## config.mk

```make
export PLATFORM = sky130hd
export DESIGN_NAME = dut_cmd_sequencer_flat
export DESIGN_NICKNAME = d
export VERILOG_FILES = /design/src/rtl/dut_cmd_sequencer_if.sv /design/src/rtl/dut_cmd_sequencer.sv /design/src/flat_wrapper.sv
export SDC_FILE = /design/constraint.sdc
export NUM_CORES = 1
export LEC_CHECK = 0
export CAP_MARGIN = 20
export CORE_MARGIN = 2
export CORE_UTILIZATION = 49
export CTS_BUF_LIST = sky130_fd_sc_hd__clkbuf_2
export DETAILED_ROUTE_END_ITERATION = 12
export DONT_BUFFER_PORTS = 1
export REMOVE_ABC_BUFFERS = 1
export SYNTH_ARGS = -nofsm -noshare
export SYNTH_HDL_FRONTEND = slang
export SYNTH_SLANG_ARGS = --single-unit
```

## constraint.sdc

```tcl
create_clock -name clock -period 5.1 [get_ports clock]
set_input_delay 0.51 -clock clock [delete_from_list [all_inputs] [get_ports clock]]
set_output_delay 0.51 -clock clock [all_outputs]
set_load 0.02 [all_outputs]
```

## src/rtl/dut_cmd_sequencer_if.sv

```systemverilog
// dut_cmd_sequencer_if: DI_FIFO, fetch/result handshake and status signals of the command sequencer
interface dut_cmd_sequencer_if #(
    parameter int STF_WIDTH = 24,
    parameter int RTF_WIDTH = 24,
    parameter int REQ_WIDTH = 3,
    parameter int CMD_WIDTH = 5,
    parameter int CNT_WIDTH = 16,
    parameter int DIF_WIDTH = REQ_WIDTH + CMD_WIDTH + STF_WIDTH
);
    logic [DIF_WIDTH-1:0] dififo_data;
    logic                 dififo_rdreq;
    logic                 dififo_rdempty;
    logic                 stim_run;
    logic                 stim_rdreq;
    logic                 res_wrreq;
    logic [STF_WIDTH-1:0] mux_config_r;
    logic [RTF_WIDTH-1:0] trigger_mask_r;
    logic                 busy;
    logic                 done_r;
    logic                 err_r;
    logic [CNT_WIDTH-1:0] vec_count_r;

    modport master (
        input  dififo_data, dififo_rdempty, stim_rdreq, res_wrreq,
        output dififo_rdreq, stim_run, mux_config_r, trigger_mask_r, busy, done_r, err_r, vec_count_r
    );

    modport slave (
        output dififo_data, dififo_rdempty, stim_rdreq, res_wrreq,
        input  dififo_rdreq, stim_run, mux_config_r, trigger_mask_r, busy, done_r, err_r, vec_count_r
    );
endinterface

```

## src/rtl/dut_cmd_sequencer.sv

```systemverilog
// dut_cmd_sequencer: pops DI_FIFO commands, loads mux/trigger config and runs N-vector batches; DUT_SEQ_TIMEOUT_EN adds a drain watchdog
module dut_cmd_sequencer #(
    parameter int STF_WIDTH      = 24,
    parameter int RTF_WIDTH      = 24,
    parameter int REQ_WIDTH      = 3,
    parameter int CMD_WIDTH      = 5,
    parameter int DIF_WIDTH      = REQ_WIDTH + CMD_WIDTH + STF_WIDTH,
`ifdef DUT_SEQ_TIMEOUT_EN
    parameter int TIMEOUT_CYCLES = 1024,
`endif
    parameter int CNT_WIDTH      = 16
) (
    input logic                 clock,
    input logic                 reset,
    dut_cmd_sequencer_if.master bus
);
    localparam int CODE_WIDTH = REQ_WIDTH + CMD_WIDTH;
    localparam logic [CODE_WIDTH-1:0] C_NOP   = CODE_WIDTH'(8'h00);
    localparam logic [CODE_WIDTH-1:0] C_SETUP = CODE_WIDTH'(8'h01);
    localparam logic [CODE_WIDTH-1:0] C_TRG   = CODE_WIDTH'(8'h02);
    localparam logic [CODE_WIDTH-1:0] C_RUN   = CODE_WIDTH'(8'h03);
    localparam logic [CNT_WIDTH-1:0]  CNT_ONE = CNT_WIDTH'(1);
    localparam logic [CNT_WIDTH-1:0]  CNT_MAX = '1;

    typedef enum logic [2:0] {IDLE, DECODE, RUN, DRAIN, DONE} state_t;

    state_t                state;
    logic [CNT_WIDTH-1:0]  n_r;
    logic [CNT_WIDTH-1:0]  issued_r;
    logic [CODE_WIDTH-1:0] code;
    logic [STF_WIDTH-1:0]  payload;
    logic [CNT_WIDTH-1:0]  batch_n;
    logic                  last_vec;
    logic [CNT_WIDTH-1:0]  issued_inc;
    logic [CNT_WIDTH-1:0]  vec_inc;

    assign code       = bus.dififo_data[DIF_WIDTH-1 -: CODE_WIDTH];
    assign payload    = bus.dififo_data[STF_WIDTH-1:0];
    assign batch_n    = payload[CNT_WIDTH-1:0];
    // the Nth pop drops stim_run in its own cycle so fetch never takes an extra vector
    assign last_vec   = bus.stim_rdreq && issued_r == n_r - CNT_ONE;
    assign issued_inc = (bus.stim_rdreq && issued_r != CNT_MAX) ? issued_r + CNT_ONE : issued_r;
    assign vec_inc    = (bus.res_wrreq && bus.vec_count_r != CNT_MAX) ? bus.vec_count_r + CNT_ONE : bus.vec_count_r;

    assign bus.dififo_rdreq = state == IDLE && !bus.dififo_rdempty && !reset;
    assign bus.stim_run     = state == RUN && !last_vec;
    assign bus.busy         = state != IDLE;

`ifdef DUT_SEQ_TIMEOUT_EN
    localparam int WD_WIDTH = $clog2(TIMEOUT_CYCLES + 1);
    logic [WD_WIDTH-1:0] wd_r;
    logic                wd_expired;

    assign wd_expired = !bus.res_wrreq && wd_r == WD_WIDTH'(TIMEOUT_CYCLES - 1);

    // drain watchdog: restarts on every result, cleared while vectors are still being issued
    always_ff @(posedge clock or posedge reset) begin
        if (reset)
            wd_r <= '0;
        else
            wd_r <= (state != DRAIN || bus.res_wrreq) ? '0 : wd_r + WD_WIDTH'(1);
    end
`else
    logic wd_expired;

    assign wd_expired = 1'b0;
`endif

    // command decode, batch control and registered status outputs
    always_ff @(posedge clock or posedge reset) begin
        if (reset) begin
            state              <= IDLE;
            n_r                <= '0;
            issued_r           <= '0;
            bus.vec_count_r    <= '0;
            bus.mux_config_r   <= '0;
            bus.trigger_mask_r <= '0;
            bus.done_r         <= 1'b0;
            bus.err_r          <= 1'b0;
        end else begin
            bus.done_r <= 1'b0;
            case (state)
                IDLE: if (!bus.dififo_rdempty) state <= DECODE;
                DECODE: begin
                    state <= IDLE;
                    if (code == C_SETUP)
                        bus.mux_config_r <= payload;
                    else if (code == C_TRG)
                        bus.trigger_mask_r <= payload[RTF_WIDTH-1:0];
                    else if (code == C_RUN) begin
                        n_r <= batch_n;
                        if (batch_n == '0) begin
                            state      <= DONE;
                            bus.done_r <= 1'b1;
                        end else begin
                            issued_r        <= '0;
                            bus.vec_count_r <= '0;
                            state           <= RUN;
                        end
                    end else if (code != C_NOP)
                        bus.err_r <= 1'b1;
                end
                RUN: begin
                    issued_r        <= issued_inc;
                    bus.vec_count_r <= vec_inc;
                    if (last_vec) state <= DRAIN;
                end
                DRAIN: begin
                    if (bus.vec_count_r == n_r) begin
                        state      <= DONE;
                        bus.done_r <= 1'b1;
                    end else if (wd_expired) begin
                        state      <= DONE;
                        bus.done_r <= 1'b1;
                        bus.err_r  <= 1'b1;
                    end else
                        bus.vec_count_r <= vec_inc;
                end
                DONE: state <= IDLE;
                default: state <= IDLE;
            endcase
        end
    end
endmodule
```

## src/flat_wrapper.sv

```systemverilog
// flat-port wrapper written by rule: the top's interface ports become plain ports
module dut_cmd_sequencer_flat 
#(
    parameter int STF_WIDTH      = 24,
    parameter int RTF_WIDTH      = 24,
    parameter int REQ_WIDTH      = 3,
    parameter int CMD_WIDTH      = 5,
    parameter int DIF_WIDTH      = REQ_WIDTH + CMD_WIDTH + STF_WIDTH,

    parameter int CNT_WIDTH      = 16
)
  (clock, reset, bus_dififo_data, bus_dififo_rdempty, bus_stim_rdreq, bus_res_wrreq, bus_dififo_rdreq, bus_stim_run, bus_mux_config_r, bus_trigger_mask_r, bus_busy, bus_done_r, bus_err_r, bus_vec_count_r);
  dut_cmd_sequencer_if #(.STF_WIDTH(STF_WIDTH), .RTF_WIDTH(RTF_WIDTH), .REQ_WIDTH(REQ_WIDTH), .CMD_WIDTH(CMD_WIDTH), .CNT_WIDTH(CNT_WIDTH), .DIF_WIDTH(DIF_WIDTH)) bus_i ();
  input logic clock;
  input logic reset;
  input wire logic [$bits(bus_i.dififo_data)-1:0] bus_dififo_data;
  input wire logic [$bits(bus_i.dififo_rdempty)-1:0] bus_dififo_rdempty;
  input wire logic [$bits(bus_i.stim_rdreq)-1:0] bus_stim_rdreq;
  input wire logic [$bits(bus_i.res_wrreq)-1:0] bus_res_wrreq;
  output wire logic [$bits(bus_i.dififo_rdreq)-1:0] bus_dififo_rdreq;
  output wire logic [$bits(bus_i.stim_run)-1:0] bus_stim_run;
  output wire logic [$bits(bus_i.mux_config_r)-1:0] bus_mux_config_r;
  output wire logic [$bits(bus_i.trigger_mask_r)-1:0] bus_trigger_mask_r;
  output wire logic [$bits(bus_i.busy)-1:0] bus_busy;
  output wire logic [$bits(bus_i.done_r)-1:0] bus_done_r;
  output wire logic [$bits(bus_i.err_r)-1:0] bus_err_r;
  output wire logic [$bits(bus_i.vec_count_r)-1:0] bus_vec_count_r;
  assign bus_i.dififo_data = bus_dififo_data;
  assign bus_i.dififo_rdempty = bus_dififo_rdempty;
  assign bus_i.stim_rdreq = bus_stim_rdreq;
  assign bus_i.res_wrreq = bus_res_wrreq;
  assign bus_dififo_rdreq = bus_i.dififo_rdreq;
  assign bus_stim_run = bus_i.stim_run;
  assign bus_mux_config_r = bus_i.mux_config_r;
  assign bus_trigger_mask_r = bus_i.trigger_mask_r;
  assign bus_busy = bus_i.busy;
  assign bus_done_r = bus_i.done_r;
  assign bus_err_r = bus_i.err_r;
  assign bus_vec_count_r = bus_i.vec_count_r;
  dut_cmd_sequencer #(.STF_WIDTH(STF_WIDTH), .RTF_WIDTH(RTF_WIDTH), .REQ_WIDTH(REQ_WIDTH), .CMD_WIDTH(CMD_WIDTH), .DIF_WIDTH(DIF_WIDTH), .CNT_WIDTH(CNT_WIDTH)) u_core (.clock(clock), .reset(reset), .bus(bus_i));
endmodule
```

==> Yosys cells after proc, flatten, opt, wreduce, memory -nomap -nowiden <==
Index checks and enable logic that the tools add are counted.
{ "classes": {"addsub": 3, "n_mul": 0, "div_mod_pow": 0, "n_lt_le_gt_ge": 0, "eq_ne": 19, "n_shift": 0, "n_mux": 23, "bitwise_logic": 3, "reduce_logical": 22} }
{ "ops": {"columns": ["cell", "n"], "rows": [
  ["two-way mux 16 bit", 7],
  ["one-hot mux 16 bit (3 select lines)", 1],
  ["adder 16 x 1 -> 16 bit (second input constant)", 2],
  ["== test 16 bit", 2],
  ["!= test 16 bit (second input constant)", 2],
  ["one-hot mux 16 bit (2 select lines)", 1],
  ["two-way mux 3 bit", 7],
  ["== test 8 x 2 -> 1 bit (second input constant)", 2],
  ["logical NOT 16 bit", 1],
  ["subtractor 16 x 1 -> 16 bit (second input constant)", 1],
  ["one-hot mux 3 bit (4 select lines)", 1],
  ["AND reduction 6 bit", 2],
  ["!= test 2 bit (second input constant)", 5],
  ["== test 8 x 1 -> 1 bit (second input constant)", 1],
  ["!= test 2 x 1 -> 1 bit (second input constant)", 4],
  ["nonzero test 8 bit", 1],
  ["== test 3 x 2 -> 1 bit (second input constant)", 2],
  ["logical AND 1 bit", 6],
  ["AND reduction 3 bit", 2],
  ["nonzero test 3 bit", 2],
  ["two-way mux 1 bit", 5],
  ["AND reduction 5 bit", 1],
  ["AND reduction 4 bit", 1],
  ["== test 3 x 1 -> 1 bit (second input constant)", 1],
  ["other kinds (6)", 10]
]} }
{ "totals": {"reg_bits": 101, "latchBits": 0, "ram_bits": 0, "rom_bits": 0, "input_bits": 37, "output_inout_bits": 69, "elab_cells": 78, "memories": 0} }

==> Logic depth before layout (Yosys ltp) <==
Gate-level depths: netlist (run 1).
{ "depth": {"word_depth": 6, "depth_mapped": 11, "ltp_nobuf": 9} }

==> Worst setup path after synthesis (run 1) <==
Ideal clock, no wire load.
{ "synth_timing": {"kind": "register to output", "start": "register u_core.n_r[0]", "end": "output bus_stim_run", "arrival_time_ps": 2166, "t_required_ps": 4590, "setup_slack_ps": 2424, "stages_incl_launch_ff": 10, "path_buffers": 1, "path_cell_list": "dfrtp_1 -> clkbuf_1 -> inv_1 -> ha_1 -> nor3b_1 -> nor4b_1 -> a31oi_1 -> a221oi_1 -> nand4_1 -> and2_1"} }
{ "synth_between": {"elab_chain_len": 5} }
{ "synth_lines": {"columns": ["item", "line", "source"], "rows": [
  ["from (decl)", "dut_cmd_sequencer.sv:28", "logic [CNT_WIDTH-1:0] n_r;"],
  ["from (signal assigned)", "dut_cmd_sequencer.sv:91", "n_r <= batch_n;"],
  ["subtractor 16 x 1 -> 16 bit", "dut_cmd_sequencer.sv:41", "assign last_vec = bus.stim_rdreq && issued_r == n_r - CNT_ONE;"],
  ["== test 16 bit", "dut_cmd_sequencer.sv:41", null],
  ["logical AND 1 bit", "dut_cmd_sequencer.sv:41", null],
  ["logical NOT 1 bit", "dut_cmd_sequencer.sv:46", "assign bus.stim_run = state == RUN && !last_vec;"],
  ["logical AND 1 bit", "dut_cmd_sequencer.sv:46", null],
  ["to (decl)", "flat_wrapper.sv:21", "output wire logic [$bits(bus_i.stim_run)-1:0] bus_stim_run;"]
]} }
No other way between the ends.

==> Worst setup path in the final report (run 1) <==
Same ends and word-level chain as after synthesis.

==> results.yml, run 1 <==
run_status:
  outcome: "finished, final reports clean"
power_and_ir_drop:
  power_leakage_nw: 2.55
  finalPower_mw: 1.40
  ir_drop_mv: 0.234
  combPwrFrac_pct: 10.3
  p_seq_share_pct: 61.3
  swShare_pct: 27.7
  pwr_density_cell_nw_per_um2: 247
  clockPowerShare_pct: 28.3
  p_switching_mw: 0.389
  p_int_mw: 1.01
clock_network:
  cts_root_buf: "clkbuf_2"
  cts.reportedPaths.clkPinSlew_ps: 280
  cts_sinks: 101
  numCtsBuffers: 9
  postCtsSetupRepairBufs: 0
  cts_hold_buffers: 24
  h-tree-depth: 3
  cts_buffer_depth: 2
  worstSkewPairLatency_ps: 610
  cts_tree: "built"
  cts.repair.resized: 0
logic_synthesis:
  ys.warnings.count: 0
  synthFlopType: "dfrtp_1"
  synthDistinctLibCells: 55
  synth_compound_area_share_pct: 8.22
  yosysSeqAreaShare_pct: 49.5
  synth_xor_area_share_pct: 8.41
  ys_top_cells_by_area: "dfrtp_1 (50%), mux2_2 (14%), xnor2_1 (6.0%)"
  syn_area_um2: 5100
  ys_async_sr_fraction_pct: 100
  synth_edf_count: 0
  yosys.area_share.simple_pct: 15.3
  syn-mean-instance-area_um2: 11.2
  synth-adder-area-share_pct: 0.736
  netlist.area_leader.share_pct: 49.5
  synthCells: 455
  synthMuxAreaShare_pct: 14.7
  yosys_register_bits: 101
  synth_top_cell_by_area: "dfrtp_1"
  synth_top_family_by_area: "simple AND/OR/NAND/NOR gates"
routing:
  num_vias: 3660
  remaining_drc_errors: 0
  drt-total-wl_um: 11800
  drtIter0Drc: 159
  dr.pass1.iters: 5
  ant_nets: 0
  wl_per_cell_um: 19.0
  via_per_inst: 5.87
setup_path:
  crit-reg2reg-launch: "u_core.state[1]$_DFFE_PP0P_"
  crit_start: "u_core.n_r[0]$_DFFE_PP0P_"
  endpoint_kind: "output pin"
  critPathKind: "reg2out"
  worstPathMaxFanout: 7
  rr_worst_depth: 8
  crit_path_top_delay_cell: "nor3b_1"
  worstPathRequired_ps: 4590
  cpPeakStageDelay_ps: 550
  cp_data_arrival_time_ps: 3210
  crit_chain: "inv_1 -> ha_1 -> nor3b_1 -> nor4b_1 -> a31oi_1 -> a221oi_1 -> nand4_1 -> and2_1"
  crit_buf_inv: 1
  r2r_setup_slack_ps: 2200
  start_kind: "flip-flop"
  crit_family: "simple AND/OR/NAND/NOR gates"
  r2r_end: "u_core.bus.vec_count_r[13]$_DFFE_PP0P_"
sta:
  hold_violations: 0
  tightest_slew_ps: 762
  final.setup.tns_ps: 0
  max_slew_margin_pct: 49.2
  post-route-period-util_pct: 72.9
  finalSetupViolations: 0
  slew_violations: 0
  clock.fmax_mhz: 269
  post-route-min-period_ps: 3720
  skew_ps: 28.8
  rsz0062_at_grt: "no"
die:
  fp.dieH_um: 106
  ios: 106
  dieArea_um2: 11200
  core_area_um2: 10200
  start_util_pct: 49.9
  rows: 37
  die_w_um: 106
finish:
  seq_area_um2: 2530
  final_common_cell: "dfrtp_1"
  diodes: 0
  layout.nets: 523
  fin_cells: 624
  fillCellCount: 901
  layout-drive-gt1-share_pct: 19.7
  utilization_pct: 55.5
  multi_input_area_um2: 2420
  mostFrequentLayoutCells: "dfrtp_1 (101), mux2_2 (64), dlygate4sd3_1 (37)"
  syn_to_final_growth_pct: 11.4
global_routing:
  antenna_found_initial: 0
  grt_pass1_vias: 3698
  use_met1_pct: 28.2
  grt_usage_pct: 22.0
  grt_util_met2_pct: 34.8
  grtUsageMet3_pct: 8.95
  grt_max_degree: 60
  grt_pass1_wl_um: 19200
  grt-ovfl-total: 0
  top_usage_layer: "met2"
place:
  dpl.cell_count: 571
  port_buffers: 0
  gp_congestion: 0.888
  hpwl_um: 8290
min_path:
  min_path_type: "in2reg"
  min_to: "u_core.state[0]$_DFFE_PP0P_"
  hp-start: "bus_dififo_rdempty"
  whs_path_depth: 2
run:
  maxCapViolCount: 0
## final cells by class
type | instances | share of cell area, %
tap | 136 | 3.00
multi-input combinational | 319 | 42.6
clock inverter | 6 | 1.23
sequential | 101 | 44.5
timing repair buffer | 41 | 7.05
inverter | 11 | 0.771
clock buffer | 10 | 0.881
## per-layer routing
metal	part of all wire [%]	vias to the layer above
met5	0	-
met2	47	124
li1	-	1710
met1	43	1814
met3	8.8	12
met4	1.2	0
## worst max-delay path by stage
| stage | endpoint | slack [ps] | depth (start not counted) |
|---|---|---|---|
| 3_5_place_dp | u_core.bus.vec_count_r[13]$_DFFE_PP0P_ | 1970 | 8 |
| 5_1_grt | bus_stim_run | 1050 | 8 |
| 6_report | bus_stim_run | 1380 | 8 |
| 2_1_floorplan | u_core.bus.done_r$_DFF_PP0_ | 1940 | 1 |
| 4_1_cts | bus_stim_run | 1380 | 8 |
| 3_3_place_gp | u_core.bus.vec_count_r[13]$_DFFE_PP0P_ | 2120 | 8 |
## cells in the mapped netlist, types with 6 or more instances
cell type,count
a21oi_1,15
buf_2,6
clkbuf_1,13
dfrtp_1,101
inv_1,11
mux2_2,64
nand2_1,28
nand3_1,10
nand4_1,15
nor2_1,24
nor3_1,8
nor4_1,9
o21ai_0,14
o31ai_1,6
or3_1,11
xnor2_1,35
xor2_1,14
## sequential cells by signal (all words and copies together), names as in the netlist
register                   flops
u_core.n_r                    16
u_core.bus.mux_config_r       24
u_core.bus.err_r               1
u_core.bus.trigger_mask_r     24
u_core.bus.vec_count_r        16
u_core.bus.done_r              1
u_core.issued_r               16
u_core.state                   3
## per-stage QoR
stage | setup slack (ps) | cell area (um2) | hold WS (ps)
CTS | 1380 | 5550 | 0.466
detailed placement | 1970 | 5190 | 463
finish | 1380 | 5680 | 89.3
global route | 1050 | 5680 | 50.0
floorplan | 1940 | 4980 | 525
global placement | 2120 | 5190 | 466
## power groups by stage
stage	logic (mW)	clock network [mW]	registers (mW)
after floorplan	0.0981	0	0.867
after global placement	0.116	0	0.874
after detailed placement	0.118	0	0.875
after CTS	0.137	0.415	0.862
after global routing	0.161	0.442	0.866
final	0.145	0.398	0.861
## kinds of logic after synthesis
group | Yosys count
AOI/OAI and AO/OA | 62
and+or+nand+nor | 138
adders and majority gates | 3
buffers and inverters | 35
DFF | 101
muxes | 67
xor gates and xnor gates | 49
Note: power is estimated with default switching activity, not from simulation.
==> run 2, diff against run 1 <==
- PLACE_DENSITY: unset -> 0.66
- clock period: 5.1 -> 3.32 ns (I/O delays scaled with it)
==> run 2 against run 1 <==
Final cell count rose by 0.80%. Setup slack got worse by 1300 ps. Sequential power rose by 54%. Clock skew fell by 11 ps. Hold slack got worse by 36 ps. Core utilization rose by 0.82 points. Flip-flop and latch count did not move. Sequential share of layout area fell by 0.50 points. Total power rose by 50%. Global-route usage rose by 0.052 points. Combinational power rose by 66%. Critical endpoint unchanged. Largest cell class unchanged. Highest routed layer unchanged.
==> results.yml, run 2 (synthesis gave the netlist of run 1 again) <==
setup_path:
  start_kind: "flip-flop"
  critPathKind: "reg2out"
  cp_data_arrival_time_ps: 2880
  cpPeakStageDelay_ps: 590
  crit_path_top_delay_cell: "or4_4"
  endpoint_kind: "output pin"
  crit_chain: "or4_4 -> nor2_2 -> xnor2_1 -> o21ai_1 -> nor4_2 -> nand4_1 -> and2_2"
  cp.depth: 7
  worstPathRequired_ps: 2990
  crit_family: "simple AND/OR/NAND/NOR gates"
  crit_buf_inv: 0
  crit_start: "u_core.n_r[0]$_DFFE_PP0P_"
  crit-reg2reg-launch: "u_core.n_r[0]$_DFFE_PP0P_"
  rr_worst_depth: 8
  worstPathMaxFanout: 7
die:
  fp.dieH_um: 106
  start_util_pct: 49.9
  dieArea_um2: 11200
  core_area_um2: 10200
  ios: 106
  die_w_um: 106
  rows: 37
finish:
  mostFrequentLayoutCells: "dfrtp_1 (94), mux2_2 (64), xnor2_1 (35)"
  diodes: 0
  layout.nets: 528
  layout-drive-gt1-share_pct: 24.5
  syn_to_final_growth_pct: 13.0
  final_common_cell: "dfrtp_1"
  largestRegisters: "u_core.bus.mux_config_r x24, u_core.bus.trigger_mask_r x24"
min_path:
  whs_path_depth: 3
  min_path_type: "in2reg"
  hp-start: "bus_dififo_data[1]"
sta:
  tightest_slew_ps: 720
  hold_violations: 0
  clock.fmax_mhz: 312
  skew_ps: 18.3
  post-route-period-util_pct: 96.7
  post-route-min-period_ps: 3210
  slew_violations: 0
  final.setup.tns_ps: 0
  finalSetupViolations: 0
  max_slew_margin_pct: 51.8
  hold_ws_ps: 53.6
power_and_ir_drop:
  ir_drop_mv: 0.309
  power_leakage_nw: 2.58
  pwr_density_cell_nw_per_um2: 365
  finalPower_mw: 2.10
run:
  maxCapViolCount: 0
clock_network:
  cts_tree: "built"
  cts_sinks: 101
  cts_buffer_depth: 2
  numCtsBuffers: 9
  worstSkewPairLatency_ps: 600
  cts_root_buf: "clkbuf_2"
  cts.reportedPaths.clkPinSlew_ps: 280
  h-tree-depth: 3
run_status:
  outcome: "finished, final reports clean"
routing:
  top_layer_used: "met4"
  met1Wirelength_um: 5250
  wl_per_cell_um: 19.0
  via_per_inst: 5.97
  ant_nets: 0
  dr_wl_met3_um: 1010
  drtIter0Drc: 112
  drt-total-wl_um: 12000
  remaining_drc_errors: 0
  route.met2.wl_um: 5470
  dr.pass1.iters: 5
  num_vias: 3754
global_routing:
  grt_max_degree: 87
  antenna_found_initial: 0
  grt-ovfl-total: 0
  grt_pass1_vias: 3745
  grt_usage_pct: 22.1
  grt_pass1_wl_um: 19400
place:
  gp_congestion: 0.975
  hpwl_um: 8110
  port_buffers: 0
## run 2: worst paths after layout
path,slack (ps),to
worst max register to register,500,u_core.state[0]$_DFFE_PP0P_
worst min register to register,610,u_core.state[1]$_DFFE_PP0P_
min in group asynchronous,70,u_core.bus.done_r$_DFF_PP0_
worst min-delay path,50,u_core.state[2]$_DFFE_PP0P_
worst max-delay path,110,bus_stim_run
max in group asynchronous,2450,u_core.bus.mux_config_r[10]$_DFFE_PP0P_
## run 2: per-layer routing
metal	track usage [%]	up-vias
met3	6.81	23
met5	0	-
met2	33.5	136
met1	29.8	1876
met4	8.36	0
li1	-	1719
## run 2: where the power goes
part	switching, mW	leakage, nW	internal, mW	total, mW
sequential	0.0630	1.38	1.26	1.33
clock	0.435	0.0593	0.103	0.538
combinational	0.118	1.14	0.122	0.240
## run 2: stage by stage
stage	cell area [um2]	setup WS [ps]	utilization (%)	std cells
2_1_floorplan	4980	341	-	431
3_3_place_gp	5200	700	50.9	573
3_5_place_dp	5200	625	50.9	573
4_1_cts	5610	22.4	54.9	620
5_1_grt	5760	-11.5	56.3	629
6_report	5760	111	56.3	629
## run 2: worst reg2reg max path: stages, from the launching register on
cell and delay [ps]:
dfrtp_2 530, or4_4 590, nor2_2 180, xnor2_1 150, o21ai_1 90, nor4_2 310
nand4_1 150, o31ai_1 200, dlygate4sd3_1 570
## run 2: layout make-up
class	instances	area, um2
fillers	891	4470
flip-flops and latches	101	2540
multi-input cells	319	2480
repair buffers	46	443
well taps	136	170
clock inverters	7	48.8
clock buffers	9	45.0
inverters	11	43.8
## run 2: what timing repair did
item / CTS / global route
hold buffers: 31 / 0
hold endpoints to repair: 150 / 0
pin swaps: 0 / 0
buffers inserted: 0 / 8
gates resized for setup: 1 / 17
endpoints found under the setup margin: 1 / 1
==> run 3, diff against run 2 <==
- CELL_PAD_IN_SITES_DETAIL_PLACEMENT: unset -> 1
- CELL_PAD_IN_SITES_GLOBAL_PLACEMENT: unset -> 1
- CORE_UTILIZATION: 49 -> 47
- PLACE_DENSITY: 0.66 -> unset
- PLACE_DENSITY_LB_ADDON: unset -> 0.1
- REMOVE_ABC_BUFFERS: 1 -> unset
- SLEW_MARGIN: unset -> 10
==> run 3 against run 2 <==
First-iteration DRC count increased by 61%. Total power rose by 6.1%. Fmax up 2.2%. Flip-flop and latch count is the same. Setup slack improved by 70 ps. Non-clock buffer count decreased by 3. Largest cell class unchanged.
==> results.yml, run 3 (synthesis gave the netlist of run 1 again) <==
run_status:
  outcome: "finished, final reports clean"
run:
  maxCapViolCount: 0
place:
  port_buffers: 0
  place_area_um2: 5230
  gp_congestion: 0.893
  dpl.cell_count: 578
  hpwl_um: 9100
power_and_ir_drop:
  power_leakage_nw: 2.58
  swShare_pct: 29.4
  p_int_mw: 1.58
  clockPowerShare_pct: 29.4
  combPwrFrac_pct: 11.2
  p_switching_mw: 0.657
  ir_drop_mv: 0.273
  p_seq_share_pct: 59.5
  pwr_density_cell_nw_per_um2: 386
min_path:
  hp-start: "bus_dififo_data[0]"
  whs_path_depth: 3
  min_path_type: "in2reg"
  min_to: "u_core.bus.done_r$_DFF_PP0_"
routing:
  drt-total-wl_um: 13700
  via_per_inst: 5.94
  ant_nets: 0
  drtIter0Drc: 180
  num_vias: 3740
  dr.pass1.iters: 4
  wl_per_cell_um: 21.7
  remaining_drc_errors: 0
sta:
  finalSetupViolations: 0
  hold_ws_ps: 33.1
  clock.fmax_mhz: 319
  final.setup.tns_ps: 0
  tightest_slew_ps: 683
  slew_violations: 0
  skew_ps: 29.9
  max_slew_margin_pct: 54.3
  post-route-period-util_pct: 94.6
  hold_violations: 0
  post-route-min-period_ps: 3140
  rsz0062_at_grt: "no"
clock_network:
  cts_buffer_depth: 2
  worstSkewPairLatency_ps: 610
  cts_tree: "built"
  cts.reportedPaths.clkPinSlew_ps: 320
  cts_sinks: 101
  numCtsBuffers: 9
  cts_root_buf: "clkbuf_2"
  h-tree-depth: 3
global_routing:
  grt_pass1_wl_um: 22200
  grt_usage_pct: 24.7
  grt_pass1_vias: 4131
  antenna_found_initial: 0
  grt-ovfl-total: 0
  grt_max_degree: 102
setup_path:
  rr_worst_depth: 8
  endpoint_kind: "output pin"
  worstPathMaxFanout: 6
  crit-reg2reg-launch: "u_core.bus.vec_count_r[1]$_DFFE_PP0P_"
  start_kind: "flip-flop"
  r2r_setup_slack_ps: 620
  worstPathRequired_ps: 2990
  r2r_end: "u_core.bus.vec_count_r[7]$_DFFE_PP0P_"
  critPathKind: "reg2out"
  cp_data_arrival_time_ps: 2810
die:
  ios: 106
  start_util_pct: 47.7
  core_area_um2: 10700
  dieArea_um2: 11700
  rows: 38
  die_w_um: 108
  fp.dieH_um: 108
finish:
  diodes: 0
  mostFrequentLayoutCells: "dfrtp_1 (95), mux2_2 (64), xnor2_1 (35)"
  layout-drive-gt1-share_pct: 24.3
  largestRegisters: "u_core.bus.mux_config_r x24, u_core.bus.trigger_mask_r x24"
  layout.nets: 525
  fin_cells: 630
  finish.instance_area_um2: 5780
  final_common_cell: "dfrtp_1"
  utilization_pct: 54.1
  syn_to_final_growth_pct: 13.4
logic_synthesis:
  syn_nets: 495
-- run 3: power by group through the flow --
stage	logic [mW]	clock network, mW	registers, mW
6_report	0.250	0.655	1.33
5_1_grt	0.276	0.715	1.33
4_1_cts	0.231	0.664	1.33
3_5_place_dp	0.192	0	1.34
3_3_place_gp	0.187	0	1.34
2_1_floorplan	0.160	0	1.33
-- run 3: stage by stage --
stage | worst slack, ps | power (mW)
floorplan | 341 | 1.48
global placement | 599 | 1.53
detailed placement | 505 | 1.54
CTS | 0.184 | 2.22
global route | 6.03 | 2.32
finish | 180 | 2.23
-- run 3: layer usage --
metal	up-vias	wire length, um	GRT usage [%]
li1	1701	-	-
met1	1928	5910	31.4
met2	96	6670	41.0
met3	15	868	6.75
met4	0	223	7.78
met5	-	0	0
-- run 3: final cells by class --
| type | instances | area [um2] |
|---|---|---|
| Multi-Input combinational cell | 319 | 2490 |
| Tap cell | 140 | 175 |
| Clock inverter | 7 | 81.3 |
| Timing Repair Buffer | 43 | 413 |
| Fill cell | 1132 | 4910 |
| Sequential cell | 101 | 2530 |
| Clock buffer | 9 | 45.0 |
| Inverter | 11 | 43.8 |
-- run 3: how the worst max path moves through the flow --
stage,from,to,cells past startpoint
floorplan,reset,u_core.bus.done_r$_DFF_PP0_,1
global placement,u_core.n_r[0]$_DFFE_PP0P_,bus_stim_run,8
detailed placement,u_core.n_r[0]$_DFFE_PP0P_,bus_stim_run,8
CTS,u_core.n_r[4]$_DFFE_PP0P_,bus_stim_run,7
global route,u_core.n_r[9]$_DFFE_PP0P_,bus_stim_run,7
finish,u_core.n_r[8]$_DFFE_PP0P_,bus_stim_run,7
-- run 3: worst max-delay path: stages, from the launching register on --
cell and delay (ps):
dfrtp_1 580, nor4_4 450, nand4_1 180, xnor2_1 190, o21ai_1 100, nor4_2 290, nand4_1 190, and2_4 230
-- run 3: repair_timing --
action                                 in CTS  in global routing
setup endpoints to repair                   1                  1
endpoints found under the hold margin     168                  0
pin swaps                                   0                  2
hold buffers                               31                  0
setup buffers                               0                  5
gates cloned                                0                  0
gates resized for setup                     3                 17
